===== src/rtl/mac_vector_engine.sv =====
// Multi-lane signed multiply-accumulate engine: 3-stage product/reduce/accumulate
// pipeline with a saturating per-vector accumulator and a valid/ready result port.
module mac_vector_engine #(
  parameter int unsigned LANES  = 4,
  parameter int unsigned DATA_W = 8,
  parameter int unsigned ACC_W  = 32,
  parameter int unsigned CNT_W  = 16
) (
  input  logic                      clk,
  input  logic                      rst_n,
  input  logic                      soft_clr_i,
  input  logic                      relu_en_i,
  input  logic                      in_valid_i,
  output logic                      in_ready_o,
  input  logic                      in_last_i,
  input  logic [LANES*DATA_W-1:0]   in_data_i,
  input  logic [LANES*DATA_W-1:0]   in_weight_i,
  input  logic [ACC_W-1:0]          in_bias_i,
  output logic                      out_valid_o,
  input  logic                      out_ready_i,
  output logic [ACC_W-1:0]          out_data_o,
  output logic                      out_ovf_o,
  output logic [CNT_W-1:0]          out_beats_o
);

  localparam int unsigned PROD_W = 2 * DATA_W;
  localparam int unsigned SUM_W  = PROD_W + $clog2(LANES);
  localparam logic signed [ACC_W-1:0] ACC_MAX = {1'b0, {(ACC_W-1){1'b1}}};
  localparam logic signed [ACC_W-1:0] ACC_MIN = {1'b1, {(ACC_W-1){1'b0}}};

  logic ce_c, in_ready_c, accept_c;

  logic                     s1_valid_q, s1_last_q, s1_relu_q;
  logic signed [ACC_W-1:0]  s1_bias_q;
  logic signed [PROD_W-1:0] s1_prod_q [LANES];
  logic signed [PROD_W-1:0] prod_d    [LANES];

  logic                     s2_valid_q, s2_last_q, s2_relu_q;
  logic signed [ACC_W-1:0]  s2_bias_q;
  logic signed [SUM_W-1:0]  s2_sum_q, sum_d;

  logic                     s3_valid_q, s3_last_q, s3_relu_q;
  logic signed [ACC_W-1:0]  acc_q, acc_base_c, acc_d;
  logic signed [ACC_W:0]    wide_c;
  logic                     sat_c;
  logic                     first_q, vovf_q;
  logic [CNT_W-1:0]         cnt_q;

  logic                     out_valid_q, out_ovf_q;
  logic [ACC_W-1:0]         out_data_q;
  logic [CNT_W-1:0]         out_beats_q;

  // Global clock enable: everything freezes while a result waits for the consumer.
  assign ce_c       = !(out_valid_q && !out_ready_i);
  assign in_ready_c = ce_c;
  assign accept_c   = in_valid_i && in_ready_c;
  assign in_ready_o = in_ready_c;

  always_comb begin
    for (int unsigned i = 0; i < LANES; i++) begin
      logic signed [DATA_W-1:0] a, b;
      a = in_data_i[i*DATA_W +: DATA_W];
      b = in_weight_i[i*DATA_W +: DATA_W];
      prod_d[i] = PROD_W'(a) * PROD_W'(b);
    end
  end

  always_ff @(posedge clk or negedge rst_n) begin
    if (!rst_n) begin
      s1_valid_q <= 1'b0;
      s1_last_q  <= 1'b0;
      s1_relu_q  <= 1'b0;
      s1_bias_q  <= '0;
      for (int unsigned i = 0; i < LANES; i++) s1_prod_q[i] <= '0;
    end else if (soft_clr_i) begin
      s1_valid_q <= 1'b0;
    end else if (ce_c) begin
      s1_valid_q <= accept_c;
      s1_last_q  <= in_last_i;
      s1_relu_q  <= relu_en_i;
      s1_bias_q  <= in_bias_i;
      for (int unsigned i = 0; i < LANES; i++) s1_prod_q[i] <= prod_d[i];
    end
  end

  always_comb begin
    sum_d = '0;
    for (int unsigned i = 0; i < LANES; i++) sum_d = sum_d + SUM_W'(s1_prod_q[i]);
  end

  always_ff @(posedge clk or negedge rst_n) begin
    if (!rst_n) begin
      s2_valid_q <= 1'b0;
      s2_last_q  <= 1'b0;
      s2_relu_q  <= 1'b0;
      s2_bias_q  <= '0;
      s2_sum_q   <= '0;
    end else if (soft_clr_i) begin
      s2_valid_q <= 1'b0;
    end else if (ce_c) begin
      s2_valid_q <= s1_valid_q;
      s2_last_q  <= s1_last_q;
      s2_relu_q  <= s1_relu_q;
      s2_bias_q  <= s1_bias_q;
      s2_sum_q   <= sum_d;
    end
  end

  // One guard bit above the accumulator detects overflow; clamp to the signed range.
  always_comb begin
    acc_base_c = first_q ? s2_bias_q : acc_q;
    wide_c     = (ACC_W+1)'(acc_base_c) + (ACC_W+1)'(s2_sum_q);
    sat_c      = wide_c[ACC_W] != wide_c[ACC_W-1];
    acc_d      = sat_c ? (wide_c[ACC_W] ? ACC_MIN : ACC_MAX) : wide_c[ACC_W-1:0];
  end

  always_ff @(posedge clk or negedge rst_n) begin
    if (!rst_n) begin
      s3_valid_q <= 1'b0;
      s3_last_q  <= 1'b0;
      s3_relu_q  <= 1'b0;
      acc_q      <= '0;
      first_q    <= 1'b1;
      vovf_q     <= 1'b0;
      cnt_q      <= '0;
    end else if (soft_clr_i) begin
      s3_valid_q <= 1'b0;
      first_q    <= 1'b1;
      vovf_q     <= 1'b0;
      cnt_q      <= '0;
    end else if (ce_c) begin
      s3_valid_q <= s2_valid_q;
      s3_last_q  <= s2_last_q;
      s3_relu_q  <= s2_relu_q;
      if (s2_valid_q) begin
        acc_q   <= acc_d;
        vovf_q  <= (!first_q && vovf_q) || sat_c;
        cnt_q   <= first_q ? CNT_W'(1) : ((&cnt_q) ? cnt_q : cnt_q + CNT_W'(1));
        first_q <= s2_last_q;
      end
    end
  end

  always_ff @(posedge clk or negedge rst_n) begin
    if (!rst_n) begin
      out_valid_q <= 1'b0;
      out_data_q  <= '0;
      out_ovf_q   <= 1'b0;
      out_beats_q <= '0;
    end else if (soft_clr_i) begin
      out_valid_q <= 1'b0;
    end else if (ce_c) begin
      if (s3_valid_q && s3_last_q) begin
        out_valid_q <= 1'b1;
        out_data_q  <= (s3_relu_q && acc_q[ACC_W-1]) ? '0 : acc_q;
        out_ovf_q   <= vovf_q;
        out_beats_q <= cnt_q;
      end else if (out_ready_i) begin
        out_valid_q <= 1'b0;
      end
    end
  end

  assign out_valid_o = out_valid_q;
  assign out_data_o  = out_data_q;
  assign out_ovf_o   = out_ovf_q;
  assign out_beats_o = out_beats_q;

endmodule

===== config.mk =====
export PLATFORM = sky130hd
export DESIGN_NAME = mac_vector_engine
export DESIGN_NICKNAME = d
export VERILOG_FILES = /design/src/rtl/mac_vector_engine.sv
export SDC_FILE = /design/constraint.sdc
export NUM_CORES = 1
export LEC_CHECK = 0
export ABC_CLOCK_PERIOD_IN_PS = 11200
export BUFFER_PORTS_ARGS = -buffer_cell sky130_fd_sc_hd__buf_2
export CORE_MARGIN = 3
export CORE_UTILIZATION = 50
export CTS_CLUSTER_SIZE = 20
export DETAILED_ROUTE_END_ITERATION = 16
export PLACE_DENSITY = 0.74
export RECOVER_POWER = 25
export REMOVE_ABC_BUFFERS = 1
export SLEW_MARGIN = 20
export SYNTH_ARGS = -nofsm -noshare
export SYNTH_HDL_FRONTEND = slang
export SYNTH_SLANG_ARGS = --single-unit
export TNS_END_PERCENT = 5

===== constraint.sdc =====
create_clock -name clk -period 11.2 [get_ports clk]
set_clock_uncertainty 0.1 [all_clocks]
set_input_delay 2.24 -clock clk [delete_from_list [all_inputs] [get_ports clk]]
set_output_delay 2.24 -clock clk [all_outputs]
set_load 0.005 [all_outputs]

# After elaboration in Yosys (flattened, before gate mapping)
# Index checks and enable logic that the tools add are counted.
[classes]
add_sub_neg = 5
n_mul = 4
n_eq_ne = 3
n_mux = 25
n_bitwise = 2
reduce_logical = 18
[ops]
columns = ["cell", "n"]
rows = [
  ["32-bit two-way mux", 4],
  ["16-bit two-way mux", 5],
  ["8-bit by 8-bit multiplier with 16-bit output", 4],
  ["32-bit by 18-bit adder with 33-bit output", 1],
  ["17-bit by 16-bit adder with 18-bit output", 1],
  ["18-bit by 16-bit adder with 18-bit output", 1],
  ["16-bit by 16-bit adder with 17-bit output", 1],
  ["16-bit by 1-bit adder with 16-bit output (second input constant)", 1],
  ["1-bit two-way mux", 16],
  ["16-bit AND reduction", 1],
  ["3-bit AND reduction", 3],
  ["2-bit AND reduction", 3],
  ["1-bit logical AND", 5],
  ["1-bit logical NOT", 3],
  ["3-bit != test (second input constant)", 1],
  ["3-bit nonzero test", 1],
  ["2-bit != test (second input constant)", 1],
  ["1-bit inverter", 2],
  ["2-bit nonzero test", 1],
  ["1-bit logical OR", 1],
  ["1-bit != test", 1],
]
[totals]
reg_bits = 255
input_bits = 103
out_inout_bits = 51
elab_cells = 81

# Logic depth before layout (Yosys ltp)
# Gate-level depths: netlist of run 1.
[depth]
word_depth = 7
ltp_mapped = 19
mapped_depth_nobuf = 19

# Least setup slack after synthesis of run 1
# No wires, ideal clock.
[synth_timing]
path_type = "in2reg"
startpoint = "input port in_data_i[21]"
endpoint = "register s1_prod_q[30] (netlist bit)"
setup_ns = 0.069
arrival_time_ns = 6.200
t_required_ns = 11.031
slack_ns = 4.831
cell_stages = 18
path_buffers = 0
path_cell_list = "and2_1 fa_1 inv_1 fa_1 inv_1 fa_1 inv_1 fa_1 inv_1 ha_1 o21ai_0 nand2b_1 a21o_1 a21o_1 a21o_1 a31o_2 or3_1 nand3_1"
[synth_via]
elab_chain_len = 1
[synth_lines]
columns = ["item", "line_no", "source"]
rows = [
  ["start, declared", "16", "input logic [LANES*DATA_W-1:0] in_data_i,"],
  ["8-bit by 8-bit multiplier with 16-bit output", "64", "prod_d[i] = PROD_W'(a) * PROD_W'(b);"],
  ["end, declared", "35", "logic signed [PROD_W-1:0] s1_prod_q [LANES];"],
]
# No other way between the ends.
# A chain may end at the register's enable or synchronous reset.

# Final worst setup path of run 1
[layout_timing]
startpoint = "input port in_data_i[5]"
endpoint = "register s1_prod_q[62] (netlist bit)"
# Same word-level chain as after synthesis.

==> results_tabular.tex, run 1 <==
\begin{tabular}{lr}
\hline
Metric & Value \\
\hline
\multicolumn{2}{l}{\textbf{Placement}} \\
Area after DPL & 0.0245 sq mm \\
Post-DP HPWL & 39.2 mm \\
Port bufs & about 150 \\
Placer Congestion & around 0.87 \\
\multicolumn{2}{l}{\textbf{Synth}} \\
Seq/Total Area, Yosys & between 20\% and 30\% \\
Count of synthesis-stage warnings from yosys & 0 \\
Post-Synthesis Cells & 2538 \\
Share of synthesized cell area in full adder, half adder and majority cells & between 30\% and 40\% \\
Xor/xnor share of the synthesized area & between 4 and 5\% \\
Post-synth top area share & a little over a quarter \\
Largest area contributor in the netlist & sky130\_fd\_sc\_hd\_\_dfrtp\_1 \\
Primary FF master, synth & sky130\_fd\_sc\_hd\_\_dfrtp\_1 \\
Fraction of registers with async set/reset & 100\% \\
Synthesized flop and latch total & 255 \\
Synth Area per Inst & 9.14 sq um \\
Leading cell type by number of instances after synthesis & sky130\_fd\_sc\_hd\_\_nand2\_1 \\
Compound-Gate Fraction of Synth Area & 8.74\% \\
Largest family of logic cells by synthesized area & adder cells \\
Multiplexer share of the synthesized area & 1.83\% \\
Number of synthesized flops with an enable pin & 0 \\
Top cells by area, synth & sky130\_fd\_sc\_hd\_\_dfrtp\_1, sky130\_fd\_sc\_hd\_\_fa\_1, sky130\_fd\_sc\_hd\_\_nand2\_1, sky130\_fd\_sc\_hd\_\_ha\_1, sky130\_fd\_sc\_hd\_\_inv\_1 \\
Post-Synthesis Cell Area & approximately 0.023 sq mm \\
Commonest cells in the netlist & sky130\_fd\_sc\_hd\_\_nand2\_1, sky130\_fd\_sc\_hd\_\_inv\_1, sky130\_fd\_sc\_hd\_\_dfrtp\_1, sky130\_fd\_sc\_hd\_\_fa\_1, sky130\_fd\_sc\_hd\_\_and2\_1 \\
Area share of and/or/nand/nor cells after synthesis & 19.6\% \\
Cell variety after synth & 76 \\
\multicolumn{2}{l}{\textbf{Finish}} \\
Area Growth Syn to Fin & 9.85\% \\
Share of final-layout standard cells stronger than drive strength 1 & 10.5\% \\
NumNets Final & 3181 \\
Final Cell Area & 0.0255 sq mm \\
Count of inserted antenna diode cells & 0 \\
\multicolumn{2}{l}{\textbf{STA}} \\
Total negative setup slack & 0 ps \\
Setup violations, final & 0 \\
Portion of the clock cycle consumed by the worst path in the final layout & 55.0\% \\
Hold Violations, Final & 0 \\
Transition time of the tightest slew-check pin & 2280 ps \\
Relative slew slack & -52.0\% \\
Clock period minus worst slack & 6160 ps \\
Number of max-slew violations in the final report & 45 \\
Setup repair after global routing missed its margin & false \\
Max Clock Freq & 162 MHz \\
\multicolumn{2}{l}{\textbf{Route}} \\
Post-detailed-routing wire length & 50.2 mm \\
Drt drc & 0 \\
ANT nets after route & 0 \\
Initial DRT Pass Iterations & 5 \\
Via/cell ratio & 5.18 \\
Post-DR wirelength/cell & approximately 15 um \\
Initial drt markers & 1018 \\
Vias post-DR & about 17000 \\
\multicolumn{2}{l}{\textbf{Die}} \\
Row Count & 78 \\
\# IOs & approximately 150 \\
Die Span Y & 221 um \\
Standard cell core area & 0.0456 sq mm \\
Initial Utilization & 50.9\% \\
Die area & 0.0490 sq mm \\
Floorplan die width & 221 um \\
\multicolumn{2}{l}{\textbf{CTS}} \\
Cts repair resizes & 0 \\
Insertion delay to the later sink of the worst-skew pair & 530 ps \\
Clock transition at path regs & 60 ps \\
Total CTS buffers & 28 \\
CTS tree & done \\
CTS H-Tree Depth & 1 \\
CTS Root Cell & sky130\_fd\_sc\_hd\_\_clkbuf\_16 \\
Number of clock sinks seen by CTS & roughly 260 \\
Hold-fix buffers, CTS & 0 \\
Deepest clock path buffer count & 3 \\
Number of setup buffers added after CTS & 0 \\
\multicolumn{2}{l}{\textbf{Global route}} \\
Maximum number of pins on one net before global-route repair & around 120 \\
Global-route wire length before repair & 86.6 mm \\
GRT overflow & 0 \\
Via count of the first global-routing pass & 17722 \\
Overall Global Routing Usage & 20.8\% \\
Number of antenna violations at the first check in global routing & 0 \\
\multicolumn{2}{l}{\textbf{Critical path}} \\
Startpoint-to-endpoint class of the critical path & in2reg \\
Depth of the worst register-to-register path & 13 \\
Launching element type of the critical path & input port \\
Crit. End Element & flop \\
WP buf/inv & 5 \\
Worst setup path start & in\_data\_i[5] \\
Register-to-register setup slack & 6200 ps \\
CP delay by family, top & adder cells \\
Critical path's slowest cell & sky130\_fd\_sc\_hd\_\_fa\_1 \\
Source of the worst register-to-register timing path & first\_q \\
Critical path's largest stage delay & 540 ps \\
CP Data Required Time & 11570 ps \\
Endpoint arrival time on the critical path & 6520 ps \\
RR Endpoint & acc\_q[4] \\
Cell-by-cell listing of the critical path & buf\_2, and2\_1, fa\_1, inv\_1, fa\_1, inv\_1, fa\_1, inv\_1, fa\_1, inv\_1, ha\_1, o21ai\_0, nand2b\_1, a21o\_1, a21o\_1, a21o\_1, a31o\_2, nor4b\_1, a211o\_1 \\
Worst Path Max Fanout & 8 \\
\multicolumn{2}{l}{\textbf{Run status}} \\
Run status & finished with violations \\
Violations in the final reports & max-capacitance violations, max-slew violations \\
\multicolumn{2}{l}{\textbf{Power}} \\
Leakage power total & 13.2 nW \\
Total power per unit cell area & 267 mW/mm\^{}2 \\
Overall power consumption & 6.81 mW \\
Maximum ir drop on the vdd rail & 228 uV \\
\multicolumn{2}{l}{\textbf{Min path}} \\
Min-delay worst type & reg2reg \\
Hold Crit Start & s1\_bias\_q[14] \\
Cell count of the worst hold path & 2 \\
Worst hold path endpoint & s2\_bias\_q[14] \\
\multicolumn{2}{l}{\textbf{Job}} \\
Number of maximum-capacitance constraint violations & 1 \\
\hline
\end{tabular}
-- cell families (layout without fill, tap and decap cells) --
logic type / Yosys count / in the layout
compound gates: 314 / 314
xor+xnor: 118 / 118
fa+ha+maj: 420 / 420
buf+inv: 414 / 555
flops: 255 / 255
mux: 38 / 38
simple gates: 979 / 979
-- worst max path at each step --
stage / cells after the start / endpoint / slack [ps]
2_1_floorplan: 5 / acc_q[24] / 3280
3_3_place_gp: 19 / s1_prod_q[30] / 4550
3_5_place_dp: 19 / s1_prod_q[62] / 4510
4_1_cts: 19 / s1_prod_q[62] / 5050
5_1_grt: 18 / s1_prod_q[15] / 4830
6_report: 19 / s1_prod_q[62] / 5040
-- layer usage --
layer | track usage, % | vias to the layer above | wire [um]
li1 | - | 8262 | -
met1 | 28.2 | 8387 | 22700
met2 | 37.2 | 302 | 25000
met3 | 1.88 | 48 | 1730
met4 | 3.12 | 0 | 724
met5 | 0 | - | 0
-- power breakdown --
| part | leakage (nW) | switching, mW | internal (mW) |
|---|---|---|---|
| Sequential | 3.24 | 0.225 | 1.18 |
| Clock | 0.484 | 0.368 | 0.604 |
| Combinational | 9.48 | 2.47 | 1.96 |
-- final cells by class --
type	count	area, sq um
Fill cell	4080	20100
Multi-Input combinational cell	1869	15200
Sequential cell	255	6380
Inverter	342	1280
Clock buffer	41	831
Timing Repair Buffer	162	830
Tap cell	600	751
Clock inverter	10	156
-- stage by stage --
stage,worst slack [ps],hold slack (ps),utilization [%],std cells
after global placement,4550,345,53.7,3228
after detailed placement,4510,350,53.7,3228
after floorplan,3280,339,-,2466
after CTS,5050,363,55.9,3279
after global routing,4830,385,55.9,3279
final,5040,356,55.9,3279
-- flip-flops by register name, indices dropped and copies added (netlist names), 16 cells and up --
signal	flops
s2_bias_q	32
cnt_q	16
s2_sum_q	18
out_data_o	32
out_beats_o	16
s1_bias_q	32
acc_q	32
s1_prod_q	64
-- placed cells by master, fill, tap and decap left out, types with 5 or more instances in the layout --
cell type / count
sky130_fd_sc_hd__a211oi_1: 13
sky130_fd_sc_hd__a21o_1: 37
sky130_fd_sc_hd__a21oi_1: 67
sky130_fd_sc_hd__a31o_2: 5
sky130_fd_sc_hd__and2_1: 171
sky130_fd_sc_hd__and3_1: 12
sky130_fd_sc_hd__buf_2: 144
sky130_fd_sc_hd__buf_4: 8
sky130_fd_sc_hd__clkbuf_1: 15
sky130_fd_sc_hd__clkbuf_16: 29
sky130_fd_sc_hd__clkbuf_8: 6
sky130_fd_sc_hd__dfrtp_1: 254
sky130_fd_sc_hd__fa_1: 254
sky130_fd_sc_hd__ha_1: 166
sky130_fd_sc_hd__inv_1: 342
sky130_fd_sc_hd__mux2_2: 36
sky130_fd_sc_hd__nand2_1: 571
sky130_fd_sc_hd__nand2b_1: 26
sky130_fd_sc_hd__nand3_1: 57
sky130_fd_sc_hd__nand4_1: 9
sky130_fd_sc_hd__nor2_1: 46
sky130_fd_sc_hd__nor2b_1: 35
sky130_fd_sc_hd__nor3_1: 17
sky130_fd_sc_hd__o211ai_1: 5
sky130_fd_sc_hd__o21a_1: 6
sky130_fd_sc_hd__o21ai_0: 92
sky130_fd_sc_hd__o21ai_1: 16
sky130_fd_sc_hd__o21ai_2: 11
sky130_fd_sc_hd__o21bai_1: 12
sky130_fd_sc_hd__o31ai_1: 10
sky130_fd_sc_hd__or2_2: 6
sky130_fd_sc_hd__xnor2_1: 70
sky130_fd_sc_hd__xor2_1: 47
-- worst reg2reg max path, stage by stage (launching register included) --
cell,delay [ps]
sky130_fd_sc_hd__dfstp_2,1160
sky130_fd_sc_hd__mux2_2,320
sky130_fd_sc_hd__ha_1,180
sky130_fd_sc_hd__inv_1,60
sky130_fd_sc_hd__fa_1,390
sky130_fd_sc_hd__nand2b_1,180
sky130_fd_sc_hd__a21oi_1,270
sky130_fd_sc_hd__o211ai_1,200
sky130_fd_sc_hd__and2_1,220
sky130_fd_sc_hd__o21a_1,260
sky130_fd_sc_hd__o21ai_2,570
sky130_fd_sc_hd__buf_4,460
sky130_fd_sc_hd__o21ai_4,290
sky130_fd_sc_hd__o21ai_1,260
Note: power is estimated with default switching activity, not from simulation.
==> inputs of run 2 (changes only) <==
--- a/config.mk
+++ b/config.mk
@@ -5,7 +5,7 @@
 export SDC_FILE = /design/constraint.sdc
 export NUM_CORES = 1
 export LEC_CHECK = 0
-export ABC_CLOCK_PERIOD_IN_PS = 11200
+export ABC_CLOCK_PERIOD_IN_PS = 6050
 export BUFFER_PORTS_ARGS = -buffer_cell sky130_fd_sc_hd__buf_2
 export CORE_MARGIN = 3
 export CORE_UTILIZATION = 50
==> constraint.sdc (replaced) <==
create_clock -name clk -period 6.05 [get_ports clk]
set_clock_uncertainty 0.1 [all_clocks]
set_input_delay 1.21 -clock clk [delete_from_list [all_inputs] [get_ports clk]]
set_output_delay 1.21 -clock clk [all_outputs]
set_load 0.005 [all_outputs]
==> run 2 against run 1 <==
The flow still finishes with violations (max-capacitance violations, max-slew violations); clock power is 92% higher; count of clock-buffer cells in the layout up 2; largest cell class unchanged; critical path depth unchanged; largest power group unchanged; critical endpoint unchanged; register-to-register slack worse by 5000 ps; global-route usage up 0.59 points; highest routed layer unchanged.
==> results_tabular.tex, run 2 (same netlist as run 1, synthesis figures left out) <==
\begin{tabular}{lr}
\hline
Metric & Value \\
\hline
\multicolumn{2}{l}{\textbf{Power}} \\
Leakage power total & approximately 13 nW \\
Switching share of power & 44.9\% \\
Internal portion of total power & 7.02 mW \\
Psw & 5.72 mW \\
Maximum ir drop on the vdd rail & between 400 and 500 uV \\
Overall power consumption & 12.7 mW \\
Total power per unit cell area & between 400 and 500 mW/mm\^{}2 \\
Share of power burned in registers & 20.4\% \\
Clock Power Share & 14.7\% \\
Combinational share of power & 64.9\% \\
\multicolumn{2}{l}{\textbf{Global route}} \\
Via count of the first global-routing pass & 18120 \\
Met1 track demand over resource in global routing & 29.1\% \\
Global-route wire length before repair & approximately 89 mm \\
GRT overflow & 0 \\
Layer carrying the most global-route usage & met2 \\
Maximum number of pins on one net before global-route repair & 131 \\
Met3 capacity usage during global routing & 1.70\% \\
Overall Global Routing Usage & 21.4\% \\
GR met2 Demand/Resource & a little under two fifths \\
Number of antenna violations at the first check in global routing & 0 \\
\multicolumn{2}{l}{\textbf{CTS}} \\
Cts repair resizes & 0 \\
Total CTS buffers & 28 \\
Insertion delay to the later sink of the worst-skew pair & roughly 540 ps \\
Number of clock sinks seen by CTS & 255 \\
CTS Root Cell & sky130\_fd\_sc\_hd\_\_clkbuf\_16 \\
CTS tree & done \\
CTS H-Tree Depth & 1 \\
Hold-fix buffers, CTS & 0 \\
Deepest clock path buffer count & 3 \\
Number of setup buffers added after CTS & 0 \\
Clock transition at path regs & 60 ps \\
\multicolumn{2}{l}{\textbf{STA}} \\
Clock period minus worst slack & roughly 5200 ps \\
PnR worst setup slack & between 800 and 900 ps \\
Portion of the clock cycle consumed by the worst path in the final layout & 85.8\% \\
Transition time of the tightest slew-check pin & 3140 ps \\
Setup repair after global routing missed its margin & false \\
Max Clock Freq & 193 MHz \\
Number of max-slew violations in the final report & 126 \\
Hold Violations, Final & 0 \\
Total negative setup slack & 0 ps \\
Setup violations, final & 0 \\
Relative slew slack & -110\% \\
\multicolumn{2}{l}{\textbf{Critical path}} \\
CP Data Required Time & 6420 ps \\
Launching element type of the critical path & input port \\
Register-to-register setup slack & about 1200 ps \\
Crit path capture & s1\_prod\_q[62] \\
Worst Path Max Fanout & 8 \\
Endpoint arrival time on the critical path & between 5000 and 6000 ps \\
Crit. End Element & flop \\
Source of the worst register-to-register timing path & first\_q \\
Startpoint-to-endpoint class of the critical path & in2reg \\
Depth of the worst register-to-register path & 13 \\
RR Endpoint & acc\_q[4] \\
Worst setup path start & in\_data\_i[5] \\
\multicolumn{2}{l}{\textbf{Min path}} \\
Hold Crit Start & out\_data\_o[19] \\
Cell count of the worst hold path & 2 \\
Min-delay worst type & reg2reg \\
\multicolumn{2}{l}{\textbf{Route}} \\
Via/cell ratio & between 5 and 6 \\
Vias post-DR & 17179 \\
Post-detailed-routing wire length & 51.4 mm \\
Initial DRT Pass Iterations & 5 \\
Post-DR wirelength/cell & 15.6 um \\
ANT nets after route & 0 \\
Drt drc & 0 \\
Initial drt markers & 873 \\
\multicolumn{2}{l}{\textbf{Finish}} \\
Filler cell count in the final layout & 4093 \\
Leading cell types in the layout, fill and taps excluded & sky130\_fd\_sc\_hd\_\_nand2\_1, sky130\_fd\_sc\_hd\_\_inv\_1, sky130\_fd\_sc\_hd\_\_fa\_1, sky130\_fd\_sc\_hd\_\_dfrtp\_1, sky130\_fd\_sc\_hd\_\_and2\_1 \\
Count of non-filler cells in the finished layout & 3286 \\
Most flop-heavy register & s1\_prod\_q \\
Count of inserted antenna diode cells & 0 \\
Max FFs per register & 64 \\
Share of the core filled with cells in the final layout & 56.1\% \\
Most frequent standard cell in the layout excluding fill and tap cells & sky130\_fd\_sc\_hd\_\_nand2\_1 \\
Share of final-layout standard cells stronger than drive strength 1 & around 11\% \\
NumNets Final & 3188 \\
Area Growth Syn to Fin & 10.3\% \\
\multicolumn{2}{l}{\textbf{Job}} \\
Number of maximum-capacitance constraint violations & 1 \\
\multicolumn{2}{l}{\textbf{Die}} \\
Row Count & 78 \\
\# IOs & $\sim$150 \\
Floorplan die width & 221 um \\
Die area & approximately 0.049 sq mm \\
Die Span Y & about 220 um \\
Initial Utilization & between 50 and 60\% \\
Standard cell core area & between 0.04 and 0.05 sq mm \\
\multicolumn{2}{l}{\textbf{Placement}} \\
Port bufs & 153 \\
Post-placement setup slack & 301 ps \\
Post-DP HPWL & 40.2 mm \\
\# placed instances & 3235 \\
Placer Congestion & 0.892 \\
\multicolumn{2}{l}{\textbf{Run status}} \\
Violations in the final reports & max-capacitance violations, max-slew violations \\
Run status & finished with violations \\
\hline
\end{tabular}
-- run 2: changes by cell type in the layout (fill, tap and decap cells not counted), sizes merged --
cell	before	now
clkinv	5	3
clkbuf	50	44
buf	153	168
-- run 2: layout make-up --
class	count	area (sq um)	area share, %
multi-input combinational	1869	15200	59.5
inverter	342	1280	5.02
clock buffer	43	888	3.47
clock inverter	8	146	0.572
tap	600	751	2.93
timing repair buffer	169	898	3.51
sequential	255	6380	25.0
-- run 2: power by group through the flow --
stage          Combinational, mW  Sequential (mW)  Clock [mW]
2_1_floorplan               6.50             2.48           0
3_3_place_gp                7.97             2.61           0
3_5_place_dp                8.22             2.63           0
4_1_cts                     8.28             2.61        1.91
5_1_grt                     9.48             2.66        1.98
6_report                    8.26             2.60        1.87
-- run 2: metrics by stage --
step,hold slack (ps),area (sq um)
final,364,25600
after global placement,346,24600
after detailed placement,351,24600
after floorplan,339,22900
after global routing,382,25600
after CTS,368,25600
-- run 2: routing by layer --
layer  vias to the layer above  share of wire (%)
met5                         -                  0
met4                         0                1.9
met3                        70                3.8
met2                       352                 50
met1                      8462                 44
li1                       8295                  -
-- run 2: worst min-delay path by stage --
stage / end / slack (ps)
after floorplan: s2_bias_q[0] / 340
after global placement: out_data_o[26] / 350
after detailed placement: out_data_o[17] / 350
after CTS: out_data_o[11] / 370
after global routing: out_data_o[11] / 380
final: out_data_o[19] / 360
-- run 2: critical path, cell delays in order --
cell	delay, ps
sky130_fd_sc_hd__buf_2	150
sky130_fd_sc_hd__and2_1	180
sky130_fd_sc_hd__fa_1	530
sky130_fd_sc_hd__inv_1	60
sky130_fd_sc_hd__fa_1	540
sky130_fd_sc_hd__inv_1	50
sky130_fd_sc_hd__fa_1	470
sky130_fd_sc_hd__inv_1	50
sky130_fd_sc_hd__fa_1	470
sky130_fd_sc_hd__inv_1	40
sky130_fd_sc_hd__ha_1	310
sky130_fd_sc_hd__o21ai_0	90
sky130_fd_sc_hd__nand2b_1	100
sky130_fd_sc_hd__a21o_1	180
sky130_fd_sc_hd__a21o_1	190
sky130_fd_sc_hd__a21o_1	190
sky130_fd_sc_hd__a31o_2	260
sky130_fd_sc_hd__nor4b_1	330
sky130_fd_sc_hd__a211o_1	160
